<file path="src/rtl/fp_pkg.sv">
// Shared floating-point types and constants: sign, exponent and a fraction with an explicit
// leading 1, where the value is 0.frac * 2^exp.
package fp_pkg;

  localparam int unsigned EXP_W  = 4;
  localparam int unsigned FRAC_W = 8;

  typedef struct packed {
    logic              sign;
    logic [EXP_W-1:0]  exp;
    logic [FRAC_W-1:0] frac;
  } fp_t;

  typedef enum logic [1:0] {
    ST_IDLE,
    ST_NORM,
    ST_ROUND,
    ST_DONE
  } state_t;

  localparam fp_t FP_ZERO    = '{sign: 1'b0, exp: '0, frac: '0};
  localparam fp_t FP_MAX_POS = '{sign: 1'b0, exp: '1, frac: '1};
  localparam fp_t FP_MAX_NEG = '{sign: 1'b1, exp: '1, frac: '1};

endpackage

</file>
<file path="src/rtl/fp_round_rne.sv">
// Round-to-nearest-even on a normalized fraction, with fraction carry into the exponent and
// saturation to the largest representable magnitude on exponent overflow.
module fp_round_rne #(
  parameter int unsigned EXP_W  = 4,
  parameter int unsigned FRAC_W = 8
) (
  input  logic [FRAC_W-1:0] frac,
  input  logic              guard,
  input  logic              sticky,
  input  logic [EXP_W-1:0]  exp,
  output logic [FRAC_W-1:0] rnd_frac_c,
  output logic [EXP_W-1:0]  rnd_exp_c
);

  localparam int unsigned SUM_W = FRAC_W + 1;
  localparam int unsigned EXI_W = EXP_W + 1;

  logic [SUM_W-1:0] sum_c;
  logic [EXI_W-1:0] exp_inc_c;

  always_comb begin
    sum_c      = {1'b0, frac} + SUM_W'(guard & (frac[0] | sticky));
    exp_inc_c  = {1'b0, exp} + EXI_W'(1);
    rnd_frac_c = sum_c[FRAC_W-1:0];
    rnd_exp_c  = exp;
    if (sum_c[FRAC_W]) begin
      if (exp_inc_c[EXP_W]) begin
        rnd_frac_c = '1;
        rnd_exp_c  = '1;
      end else begin
        rnd_frac_c = {1'b1, {(FRAC_W-1){1'b0}}};
        rnd_exp_c  = exp_inc_c[EXP_W-1:0];
      end
    end
  end

endmodule

</file>
<file path="src/rtl/int_to_fp.sv">
// Serial signed-integer to floating-point converter: normalizes one bit per cycle, then
// rounds to nearest even. Valid/ready handshakes on both sides.
module int_to_fp
  import fp_pkg::*;
#(
  parameter int unsigned IN_W   = 16,
  parameter int unsigned EXP_W  = fp_pkg::EXP_W,
  parameter int unsigned FRAC_W = fp_pkg::FRAC_W
) (
  input  logic              clk,
  input  logic              reset_n,
  input  logic [IN_W-1:0]   in_data,
  input  logic              in_valid,
  output logic              in_ready,
  output logic              out_sign,
  output logic [EXP_W-1:0]  out_exp,
  output logic [FRAC_W-1:0] out_frac,
  output logic              out_valid,
  input  logic              out_ready
);

  localparam int unsigned MAG_W = IN_W - 1;
  localparam int unsigned GRD   = MAG_W - FRAC_W - 1;

  state_t             state;
  logic [MAG_W-1:0]   mag;
  logic [EXP_W-1:0]   expcnt;
  logic               sign;
  logic [IN_W-1:0]    abs_in_c;
  logic [FRAC_W-1:0]  rnd_frac_c;
  logic [EXP_W-1:0]   rnd_exp_c;

  assign in_ready = (state == ST_IDLE);
  assign abs_in_c = in_data[IN_W-1] ? (~in_data + IN_W'(1)) : in_data;

  fp_round_rne #(
    .EXP_W  (EXP_W),
    .FRAC_W (FRAC_W)
  ) u_round (
    .frac       (mag[MAG_W-1 -: FRAC_W]),
    .guard      (mag[GRD]),
    .sticky     (|mag[GRD-1:0]),
    .exp        (expcnt),
    .rnd_frac_c (rnd_frac_c),
    .rnd_exp_c  (rnd_exp_c)
  );

  always_ff @(posedge clk or negedge reset_n) begin
    if (!reset_n) begin
      state     <= ST_IDLE;
      mag       <= '0;
      expcnt    <= '0;
      sign      <= 1'b0;
      out_sign  <= 1'b0;
      out_exp   <= '0;
      out_frac  <= '0;
      out_valid <= 1'b0;
    end else begin
      case (state)
        ST_IDLE: begin
          if (in_valid) begin
            sign   <= in_data[IN_W-1];
            expcnt <= '1;
            // Zero and most-negative inputs bypass normalization entirely.
            if (abs_in_c == '0) begin
              {out_sign, out_exp, out_frac} <= FP_ZERO;
              state <= ST_DONE;
            end else if (abs_in_c[IN_W-1]) begin
              {out_sign, out_exp, out_frac} <= FP_MAX_NEG;
              state <= ST_DONE;
            end else begin
              mag   <= abs_in_c[MAG_W-1:0];
              state <= ST_NORM;
            end
          end
        end
        ST_NORM: begin
          if (mag[MAG_W-1]) begin
            state <= ST_ROUND;
          end else begin
            mag    <= mag << 1;
            expcnt <= expcnt - EXP_W'(1);
          end
        end
        ST_ROUND: begin
          out_sign  <= sign;
          out_exp   <= rnd_exp_c;
          out_frac  <= rnd_frac_c;
          out_valid <= 1'b1;
          state     <= ST_DONE;
        end
        ST_DONE: begin
          // Bypass results enter DONE with out_valid low; it rises one cycle later.
          if (!out_valid) begin
            out_valid <= 1'b1;
          end else if (out_ready) begin
            out_valid <= 1'b0;
            state     <= ST_IDLE;
          end
        end
        default: state <= ST_IDLE;
      endcase
    end
  end

endmodule

</file>
<file path="config.mk">
export PLATFORM = sky130hd
export DESIGN_NAME = int_to_fp
export DESIGN_NICKNAME = d
export VERILOG_FILES = /design/src/rtl/fp_pkg.sv /design/src/rtl/fp_round_rne.sv /design/src/rtl/int_to_fp.sv
export SDC_FILE = /design/constraint.sdc
export NUM_CORES = 1
export LEC_CHECK = 0
export BUFFER_PORTS_ARGS = -buffer_cell sky130_fd_sc_hd__buf_2
export CORE_ASPECT_RATIO = 1.4
export CORE_MARGIN = 1.5
export CORE_UTILIZATION = 50
export CTS_BUF_LIST = sky130_fd_sc_hd__clkbuf_16
export CTS_CLUSTER_SIZE = 25
export DETAILED_ROUTE_END_ITERATION = 7
export PLACE_DENSITY = 0.7
export SYNTH_ARGS = -nofsm -noshare
export SYNTH_HDL_FRONTEND = slang
export SYNTH_HIERARCHICAL = 1
export SYNTH_SLANG_ARGS = --single-unit
</file>
<file path="constraint.sdc">
create_clock -name clk -period 2.8 [get_ports clk]
set_input_delay 0.28 -clock clk [delete_from_list [all_inputs] [get_ports clk]]
set_output_delay 0.28 -clock clk [all_outputs]
set_load 0.03 [all_outputs]
</file>
Word level (Yosys, flattened, before mapping)
Cells that the tools add are included.
{"block": "totals", "ff_bits": 36, "input_bits": 20, "word_cells": 74}
{"block": "classes", "addsub": 4, "eq_ne": 11, "muxes": 35, "bitwise": 3, "n_reduce_logical": 12}
{"cell": "two-way mux 15 bit", "n": 4}
{"cell": "two-way mux 8 bit", "n": 4}
{"cell": "one-hot mux 15 bit (2 select lines)", "n": 1}
{"cell": "two-way mux 4 bit", "n": 7}
{"cell": "adder 16 x 1 -> 16 bit, second input constant", "n": 1}
{"cell": "logical NOT 16 bit", "n": 1}
{"cell": "two-way mux 16 bit", "n": 1}
{"cell": "inverter 16 bit", "n": 1}
{"cell": "one-hot mux 4 bit (2 select lines)", "n": 2}
{"cell": "one-hot mux 8 bit (2 select lines)", "n": 1}
{"cell": "inequality test 2 bit, second input constant", "n": 7}
{"cell": "two-way mux 2 bit", "n": 6}
{"cell": "adder 8 x 9 -> 9 bit", "n": 1}
{"cell": "AND 1 x 9 -> 9 bit", "n": 1}
{"cell": "one-hot mux 2 bit (4 select lines)", "n": 1}
{"cell": "AND reduction 4 bit", "n": 2}
{"cell": "two-way mux 7 bit", "n": 1}
{"cell": "AND reduction 3 bit", "n": 2}
{"cell": "nonzero test 2 bit", "n": 3}
{"cell": "OR reduction 6 bit", "n": 1}
{"cell": "adder 4 x 1 -> 5 bit, second input constant", "n": 1}
{"cell": "two-way mux 1 bit", "n": 5}
{"cell": "AND reduction 5 bit", "n": 1}
{"cell": "== test 2 bit, second input constant", "n": 2}
{"cell": "other kinds (7)", "n": 8}

Longest topological paths before layout
Gate-level depths: netlist of run 1.
{"block": "logic_depth", "word_depth": 7, "mapped_depth": 11, "mapped_depth_nobuf": 10}

By module
The synthesis of run 1 kept the hierarchy.
{"module": "int_to_fp", "n_inst": 1, "cells_each": 318, "area_per_inst_um2": 2778.9, "seq_area_each_um2": 900.9}
{"module": "fp_round_rne", "n_inst": 1, "cells_each": 53, "area_per_inst_um2": 365.4, "seq_area_each_um2": 0.0}

Worst setup path after synthesis of run 1
No wires, ideal clock.
{"block": "synth_path", "path_kind": "in2reg", "start": "input port in_data[0]", "end": "register mag[10]", "arrival_ns": 2.729, "path_slack_ns": -0.054, "cell_stages": 11, "path_buffers": 2, "path_cell_list": "inv_1 ha_1 or4b_4 buf_6 o41ai_4 xor2_1 nor4b_2 and4b_2 o32ai_2 buf_6 mux2_4"}
{"block": "synth_via", "elab_chain_len": 7, "word_cells_on_any_way": 11, "classes_between": "1 x add/sub; 2 x eq/ne; 5 x mux; 1 x bitwise; 2 x reduce/logical"}
{"element": "from (decl)", "line_no": "int_to_fp.sv:12", "source": "input logic [IN_W-1:0] in_data,"}
{"element": "inverter 16 bit", "line_no": "int_to_fp.sv:34", "source": "assign abs_in_c = in_data[IN_W-1] ? (~in_data + IN_W'(1)) : in_data;"}
{"element": "adder 16 x 1 -> 16 bit", "line_no": "int_to_fp.sv:34"}
{"element": "two-way mux 16 bit *", "line_no": "int_to_fp.sv:34"}
{"element": "parallel branches: the longest is 4 deep, another holds logical NOT 16 bit"}
{"element": "to (signal assigned)", "line_no": "int_to_fp.sv:72", "source": "mag <= abs_in_c[MAG_W-1:0];"}
{"element": "to (signal assigned)", "line_no": "int_to_fp.sv:81", "source": "mag <= mag << 1;"}
{"element": "to (decl)", "line_no": "int_to_fp.sv:26", "source": "logic [MAG_W-1:0] mag;"}
Mark *: on every way between the ends. The select of a mux whose other input is x is not followed.
A chain may end at the register's enable or synchronous reset.

Final worst setup path of run 1
{"block": "layout_path", "start": "input port in_data[0]", "end": "register mag[9]"}
Same word-level chain as after synthesis.

==> tab_implementation.tex, run 1 <==
\begin{tabular}{lr}
\hline
Metric & Value \\
\hline
\multicolumn{2}{l}{\textbf{STA}} \\
\quad Relative max-transition margin & 45.2\% \\
\quad Transition at the pin with the smallest max-transition slack & 822 ps \\
\quad Number of failing setup endpoints in the final timing report & 0 \\
\quad Achievable clock frequency & 0.372 GHz \\
\quad Layout Skew & 6.66 ps \\
\quad Post-route clock period utilization & 95.9\% \\
\quad Number of pins exceeding their max-slew limit in the final report & 0 \\
\quad Min setup slack post-route & 115 ps \\
\quad Hold Worst Slack & 92.2 ps \\
\quad Hold violation count in the final report & 0 \\
\quad Final critical delay including setup and external delays & 2680 ps \\
\quad RSZ-0062 raised after global routing & no \\
\multicolumn{2}{l}{\textbf{Cells and area}} \\
\quad Design Area, Final & 0.00379 mm2 \\
\quad Number of diodes added for antenna fixing & 0 \\
\quad Net count of the finished layout & 447 \\
\quad Post-Route Utilization & 61.9\% \\
\quad Share of post-route cells with drive strength above 1 & 27.1\% \\
\quad Synth-to-Final Area Change & 20.6\% \\
\multicolumn{2}{l}{\textbf{Clock tree}} \\
\quad CTS hold repair buffers & 0 \\
\quad CTS tree & done \\
\quad CTS root buffer & sky130\_fd\_sc\_hd\_\_clkbuf\_16 \\
\quad Level count of the clock H-tree & 2 \\
\quad Clock latency on the worst-skew pair & 280 ps \\
\quad Clock-pin slew on the worst setup and hold paths & 60 ps \\
\quad Clk buf depth & 2 \\
\quad Number of sinks handled by clock tree synthesis & 36 \\
\quad TritonCTS buffer count & 5 \\
\multicolumn{2}{l}{\textbf{Placement}} \\
\quad Cell area reported after detailed placement & 0.00355 mm2 \\
\quad Post-Place Worst Slack & -400 ps \\
\quad Placed wire-length estimate & 6080 um \\
\quad Input/output buffers & 34 \\
\quad Routability-driven placement congestion ratio & 0.945 \\
\multicolumn{2}{l}{\textbf{Power and ir drop}} \\
\quad Internal Dissipation & 2.16 mW \\
\quad Combinational share of power & 57.3\% \\
\quad Part of the total power dissipated in the clock network & 16.6\% \\
\quad Reported leakage power & 1.55 nW \\
\quad Worst voltage drop across the vdd grid & 0.365 mV \\
\quad Power Density & 1010 mW/mm2 \\
\quad Sequential share of power & 26.1\% \\
\quad Switching power & 1.69 mW \\
\quad Switching Fraction & 44.0\% \\
\multicolumn{2}{l}{\textbf{Worst setup path}} \\
\quad Number of cells on the critical path & 12 \\
\quad Critical path cell sequence & buf\_2 > inv\_2 > ha\_4 > or4b\_4 > o41ai\_4 > xor2\_1 > nor4b\_2 > and4b\_2 > buf\_12 > o32ai\_4 > clkbuf\_16 > mux2\_4 \\
\quad Largest delay contributor family on the critical path & simple AND/OR/NAND/NOR gates \\
\quad Type of origin of the critical path & input port \\
\quad Critical path data arrival time & 2850 ps \\
\quad Critical-path cell with the highest stage delay & sky130\_fd\_sc\_hd\_\_or4b\_4 \\
\quad Slowest cell delay on critical path & 510 ps \\
\quad WP data required & 2960 ps \\
\quad Count of buffer and inverter cells on the critical path & 4 \\
\quad Worst-path fanout max & 7 \\
\quad Worst r2r path cells & 9 \\
\quad CP Capture Type & flip-flop \\
\quad Class of the most critical setup path & input port to flip-flop \\
\multicolumn{2}{l}{\textbf{Logic synthesis}} \\
\quad Cell area after technology mapping & 0.00314 mm2 \\
\quad Async S/R FF share, synth & 100\% \\
\quad EDFF count, synth & 0 \\
\quad Yosys top cell area share & 28.7\% \\
\quad Part of the Yosys area used for sequential elements & 28.7\% \\
\quad Mean instance size in the synthesized netlist & 8.48 um2 \\
\quad Number of storage elements in the synthesis netlist & 36 \\
\quad Net count after synthesis & 399 \\
\quad Main flop type after synthesis & sky130\_fd\_sc\_hd\_\_dfrtp\_1 \\
\quad Biggest area consumer among synthesized cells & sky130\_fd\_sc\_hd\_\_dfrtp\_1 \\
\quad Ranking of synthesized cells by area & sky130\_fd\_sc\_hd\_\_dfrtp\_1 29\%, sky130\_fd\_sc\_hd\_\_o21ai\_0 5.7\%, sky130\_fd\_sc\_hd\_\_a21oi\_1 4.8\% \\
\quad Unique masters post-synth & 66 \\
\quad Post-synthesis instance total & 371 \\
\quad YS warnings & 6 \\
\multicolumn{2}{l}{\textbf{Global routing}} \\
\quad Overall Global Routing Usage & 25.0\% \\
\quad Number of global-route vias before repair & 3015 \\
\quad Maximum number of pins on one net before global-route repair & 37 \\
\quad Number of antenna violations at the first check in global routing & 0 \\
\quad First-pass GRT wire length & 14200 um \\
\quad Remaining global-route overflow & 0 \\
\multicolumn{2}{l}{\textbf{Route}} \\
\quad ANT nets after route & 0 \\
\quad DR iter-0 viols & 230 \\
\quad Total detailed-routing wirelength & 8330 um \\
\quad Routed length per placed instance & 16.9 um \\
\quad Residual DRC & 0 \\
\quad Number of search-and-repair iterations in the first detailed-routing pass & 5 \\
\quad Via count normalized by instance count & 6.21 \\
\quad Total via count after detailed routing & 3055 \\
\multicolumn{2}{l}{\textbf{Floorplan}} \\
\quad Die span in x & 70.0 um \\
\quad Initial Util & 51.3\% \\
\quad Number of top-level pins & 35 \\
\quad CORE AREA & 0.00613 mm2 \\
\quad Total die area & 0.00678 mm2 \\
\quad Height of the die & 96.8 um \\
\quad Number of placement rows & 34 \\
\multicolumn{2}{l}{\textbf{Min path}} \\
\quad Worst min-delay path class & input port to asynchronous set/reset pin \\
\multicolumn{2}{l}{\textbf{Status}} \\
\quad Outcome & completed \\
\multicolumn{2}{l}{\textbf{Job}} \\
\quad Count of maximum capacitance violations & 0 \\
\hline
\end{tabular}
## path summary, 6_finish.rpt
kind,start,end,slack (ps)
worst min register to register,sign,sign,530
min in group clk,out_ready,out_valid,320
worst max register to register,expcnt[1],out_frac[6],410
max in group asynchronous,reset_n,mag[8],2190
worst min-delay path,reset_n,out_sign,90
worst max-delay path,in_data[0],mag[9],120
## final cells by class
type / count / area (um2)
clock inverter: 3 / 42.5
multi-input combinational: 292 / 2090
sequential: 36 / 901
clock buffer: 5 / 125
inverter: 16 / 60.1
timing repair buffer: 68 / 480
fill: 556 / 2330
tap: 72 / 90.1
## cell usage in the layout, fill, tap and decap left out, drive strengths merged, types with 4 or more instances in the layout
cell type / synthesis / layout
nand2: 32 / 32
ha: 8 / 8
nand4: 5 / 5
nand3b: 5 / 5
o22ai: 16 / 16
nor2: 19 / 19
buf: 10 / 67
o21ai: 37 / 37
dfrtp: 36 / 36
o41ai: 4 / 4
nor4: 4 / 4
a31oi: 7 / 7
a21oi: 30 / 30
a221o: 14 / 14
nor3: 7 / 7
clkbuf: 17 / 6
xor2: 6 / 6
inv: 16 / 16
xnor2: 7 / 7
mux2i: 4 / 4
mux2: 14 / 14
o21a: 13 / 13
and3: 5 / 5
nand2b: 17 / 17
## routing by layer
layer	up-vias	global-route usage, %	share of wire (%)
met2	107	45.6	53
li1	1486	-	-
met3	24	3.23	3.3
met5	-	0	0
met4	0	11.7	3.5
met1	1438	28.4	40
## kinds of logic (layout without fill, tap and decap cells)
family | count (synthesis) | in the layout | synth area share [%]
AO/OA/AOI/OAI | 138 | 138 | 30.1
XOR/XNOR | 13 | 13 | 3.62
adder cells (fa/ha/maj) | 8 | 8 | 3.18
buffers and inverters | 43 | 92 | 6.49
flip-flops | 36 | 36 | 28.7
multiplexers | 18 | 18 | 7.24
AND/OR/NAND/NOR | 115 | 115 | 20.7
## stage by stage
step                instances  power (mW)  setup TNS, ps
finish                    492        3.85              0
global route              492        4.15              0
CTS                       489        3.79              0
detailed placement        481        3.14          -7740
global placement          481        3.07          -6170
floorplan                 371        2.63              0
## flip-flops by register name, summed over array words and instances, names as in the netlist
| signal | flops |
|---|---|
| mag | 15 |
| out_frac | 8 |
| expcnt | 4 |
| out_exp | 4 |
| state | 2 |
| out_sign | 1 |
| out_valid | 1 |
| sign | 1 |
## power by group through the flow
stage	clock network [mW]	registers [mW]	logic, mW
after global placement	0	0.998	2.07
final	0.638	1.00	2.21
after CTS	0.646	1.00	2.15
after global routing	0.666	1.05	2.43
after floorplan	0	1.13	1.50
after detailed placement	0	1.01	2.13
## cell usage after synthesis, types with 2 or more instances
cell type and n:
sky130_fd_sc_hd__o41ai_1 2, sky130_fd_sc_hd__ha_1 8, sky130_fd_sc_hd__nor3_1 6, sky130_fd_sc_hd__nand4_1 4, sky130_fd_sc_hd__and2_1 2, sky130_fd_sc_hd__mux2_4 8, sky130_fd_sc_hd__nand2b_1 17, sky130_fd_sc_hd__buf_1 3
sky130_fd_sc_hd__buf_6 5, sky130_fd_sc_hd__nor2_1 18, sky130_fd_sc_hd__a211oi_1 2, sky130_fd_sc_hd__nand3b_1 5, sky130_fd_sc_hd__and3_1 4, sky130_fd_sc_hd__xor2_1 6, sky130_fd_sc_hd__xnor2_1 7, sky130_fd_sc_hd__nor2b_1 2
sky130_fd_sc_hd__o31ai_1 3, sky130_fd_sc_hd__o21ai_0 36, sky130_fd_sc_hd__o21a_1 13, sky130_fd_sc_hd__dfrtp_1 36, sky130_fd_sc_hd__o22ai_1 16, sky130_fd_sc_hd__a221o_1 14, sky130_fd_sc_hd__nand4b_1 2, sky130_fd_sc_hd__or3_1 2
sky130_fd_sc_hd__inv_1 16, sky130_fd_sc_hd__mux2i_1 4, sky130_fd_sc_hd__nand2_1 32, sky130_fd_sc_hd__a21oi_1 30, sky130_fd_sc_hd__a31oi_1 7, sky130_fd_sc_hd__mux2_2 6, sky130_fd_sc_hd__nor4_1 4, sky130_fd_sc_hd__clkbuf_1 17
## what timing repair did
item,CTS,global route
gates cloned,0,1
resized for setup,1,6
pin swaps,0,2
endpoints found under the setup margin,14,25
buffers inserted,0,2
Power figures use the tool's default switching activity.
==> run 2, diff against run 1 <==
--- a/config.mk
+++ b/config.mk
@@ -13,6 +13,7 @@
 export CTS_CLUSTER_SIZE = 25
 export DETAILED_ROUTE_END_ITERATION = 7
 export PLACE_DENSITY = 0.7
+export RECOVER_POWER = 100
 export SYNTH_ARGS = -nofsm -noshare
 export SYNTH_HDL_FRONTEND = slang
 export SYNTH_HIERARCHICAL = 1
==> run 2 against run 1 <==
The flow now finishes with violations (max-capacitance violations, max-slew violations). Non-clock buffer count is the same. Maximum frequency is essentially flat. Clock power is essentially flat. Die area is the same. Utilization shrank 0.67 points. Clock skew shrank 1.6 ps. Critical path depth is the same. Sequential power is essentially flat. Cell area shrank 1.1%. Flip-flop and latch count is the same. Power shrank 1.1%. Highest routed layer unchanged.
==> tab_implementation.tex, run 2 (synthesized netlist as in run 1, its figures left out) <==
\begin{tabular}{lr}
\hline
Metric & Value \\
\hline
\multicolumn{2}{l}{\textbf{Cells and area}} \\
\quad Net count of the finished layout & 447 \\
\quad Biggest register & mag \\
\quad Design Area, Final & 0.00375 mm2 \\
\quad Non-Filler Instances & 492 \\
\quad Number of diodes added for antenna fixing & 0 \\
\quad Share of post-route cells with drive strength above 1 & 22.9\% \\
\quad Largest registers in the final layout & mag (15), out\_frac (8) \\
\quad Flip-flop count of the largest register, all copies and words added & 15 \\
\quad Commonest non-fill, non-tap cells in the layout & 36 x sky130\_fd\_sc\_hd\_\_o21ai\_0, 36 x sky130\_fd\_sc\_hd\_\_dfrtp\_1, 32 x sky130\_fd\_sc\_hd\_\_nand2\_1, 30 x sky130\_fd\_sc\_hd\_\_a21oi\_1, 27 x sky130\_fd\_sc\_hd\_\_buf\_4 \\
\quad Number of filler cells placed in the layout & 570 \\
\quad Synth-to-Final Area Change & 19.3\% \\
\multicolumn{2}{l}{\textbf{Clock tree}} \\
\quad TritonCTS buffer count & 5 \\
\quad Clock-pin slew on the worst setup and hold paths & 60 ps \\
\quad CTS tree & done \\
\quad Level count of the clock H-tree & 2 \\
\quad Clock latency on the worst-skew pair & 280 ps \\
\quad Clk buf depth & 2 \\
\quad Number of sinks handled by clock tree synthesis & 36 \\
\quad CTS root buffer & sky130\_fd\_sc\_hd\_\_clkbuf\_16 \\
\multicolumn{2}{l}{\textbf{Route}} \\
\quad Routed length per placed instance & 16.9 um \\
\quad Number of search-and-repair iterations in the first detailed-routing pass & 4 \\
\quad ANT nets after route & 0 \\
\quad Total detailed-routing wirelength & 8320 um \\
\quad Total via count after detailed routing & 3047 \\
\quad Residual DRC & 0 \\
\quad DR iter-0 viols & 218 \\
\quad Via count normalized by instance count & 6.19 \\
\multicolumn{2}{l}{\textbf{STA}} \\
\quad Number of failing setup endpoints in the final timing report & 0 \\
\quad Hold violation count in the final report & 0 \\
\quad Hold Worst Slack & 316 ps \\
\quad Achievable clock frequency & 0.372 GHz \\
\quad Min setup slack post-route & 113 ps \\
\quad Relative max-transition margin & -31.0\% \\
\quad Final critical delay including setup and external delays & 2690 ps \\
\quad Number of pins exceeding their max-slew limit in the final report & 37 \\
\quad Layout Skew & 5.09 ps \\
\quad RSZ-0062 raised after global routing & no \\
\quad Transition at the pin with the smallest max-transition slack & 1970 ps \\
\quad Post-route clock period utilization & 96.0\% \\
\multicolumn{2}{l}{\textbf{Global routing}} \\
\quad Met3 demand-to-capacity share in global routing & 3.23\% \\
\quad Number of antenna violations at the first check in global routing & 0 \\
\quad Number of global-route vias before repair & 3015 \\
\quad Met2 usage & 45.6\% \\
\quad First-pass GRT wire length & 14200 um \\
\quad Met1 track demand over resource in global routing & 28.4\% \\
\quad Overall Global Routing Usage & 25.0\% \\
\quad Layer with the highest usage & met2 \\
\quad Maximum number of pins on one net before global-route repair & 37 \\
\quad Remaining global-route overflow & 0 \\
\multicolumn{2}{l}{\textbf{Power and ir drop}} \\
\quad Reported leakage power & 1.49 nW \\
\quad Worst voltage drop across the vdd grid & 0.365 mV \\
\quad Power Density & 1020 mW/mm2 \\
\multicolumn{2}{l}{\textbf{Floorplan}} \\
\quad Initial Util & 51.3\% \\
\quad Number of top-level pins & 35 \\
\quad Total die area & 0.00678 mm2 \\
\quad Die span in x & 70.0 um \\
\quad Number of placement rows & 34 \\
\quad Height of the die & 96.8 um \\
\quad CORE AREA & 0.00613 mm2 \\
\multicolumn{2}{l}{\textbf{Placement}} \\
\quad Placed wire-length estimate & 6080 um \\
\quad Cell area reported after detailed placement & 0.00355 mm2 \\
\quad Routability-driven placement congestion ratio & 0.945 \\
\quad Cell total after placement & 481 \\
\quad Input/output buffers & 34 \\
\quad Post-Place Worst Slack & -400 ps \\
\multicolumn{2}{l}{\textbf{Worst setup path}} \\
\quad WP data required & 2960 ps \\
\quad Critical path data arrival time & 2850 ps \\
\quad Slowest cell delay on critical path & 500 ps \\
\quad Type of origin of the critical path & input port \\
\quad Worst-path fanout max & 7 \\
\quad Critical path cell sequence & clkbuf\_1 > inv\_2 > ha\_4 > or4b\_4 > o41ai\_2 > xor2\_1 > nor4b\_2 > and4b\_2 > buf\_12 > o32ai\_4 > clkbuf\_16 > mux2\_4 \\
\quad Critical-path cell with the highest stage delay & sky130\_fd\_sc\_hd\_\_or4b\_4 \\
\quad CP Capture Type & flip-flop \\
\quad Class of the most critical setup path & input port to flip-flop \\
\multicolumn{2}{l}{\textbf{Job}} \\
\quad Count of maximum capacitance violations & 1 \\
\multicolumn{2}{l}{\textbf{Status}} \\
\quad Outcome & finished, violations left \\
\quad Violations in the final reports & max-capacitance violations, max-slew violations \\
\multicolumn{2}{l}{\textbf{Min path}} \\
\quad Worst min-delay path class & input port to flip-flop \\
\hline
\end{tabular}
[run 2: critical path: cells and delay by family]
kind | cells | cell delay (ps)
multiplexers | 1 | 290
AO/OA/AOI/OAI | 2 | 460
AND/OR/NAND/NOR | 3 | 1010
buffers and inverters | 4 | 470
adder cells (fa/ha/maj) | 1 | 120
XOR/XNOR | 1 | 210
[run 2: layout make-up]
| cell class | count | area [um2] | area share (%) |
|---|---|---|---|
| timing repair buffer | 68 | 450 | 12.0 |
| multi-input combinational | 292 | 2080 | 55.5 |
| clock buffer | 5 | 125 | 3.34 |
| sequential | 36 | 901 | 24.0 |
| inverter | 16 | 60.1 | 1.60 |
| clock inverter | 3 | 42.5 | 1.13 |
| tap | 72 | 90.1 | 2.40 |
[run 2: final timing paths]
check | startpoint | endpoint | slack (ps) | depth (start not counted)
worst max-delay path | in_data[0] | mag[9] | 110 | 12
worst min-delay path | out_ready | out_valid | 320 | 4
worst max register to register | expcnt[1] | out_frac[6] | 410 | 9
worst min register to register | sign | sign | 530 | 2
max in group asynchronous | reset_n | mag[8] | 1120 | 1
min in group asynchronous | reset_n | out_sign | 550 | 1
[run 2: metal layers]
layer / wire (um) / up-vias / part of all wire [%]
met5: 0 / - / 0
met4: 263 / 0 / 3.2
met3: 275 / 18 / 3.3
met2: 4420 / 88 / 53
met1: 3360 / 1450 / 40
li1: - / 1491 / -
[run 2: stage by stage]
stage	power [mW]	util, %	TNS, ps
global placement	3.07	58.0	-6170
floorplan	2.63	-	0
finish	3.81	61.2	0
CTS	3.79	60.8	0
global route	4.11	61.2	0
detailed placement	3.14	58.0	-7740
[run 2: what timing repair did]
item	in CTS	in global routing
gates cloned	0	1
setup buffers	0	2
pin swaps	0	2
endpoints found under the setup margin	14	25
gates resized for setup	1	6
hold buffers	0	0
[run 2: where the power goes]
group          switching [mW]  internal (mW)
clock                   0.219          0.418
combinational            1.22          0.948
sequential              0.253          0.754
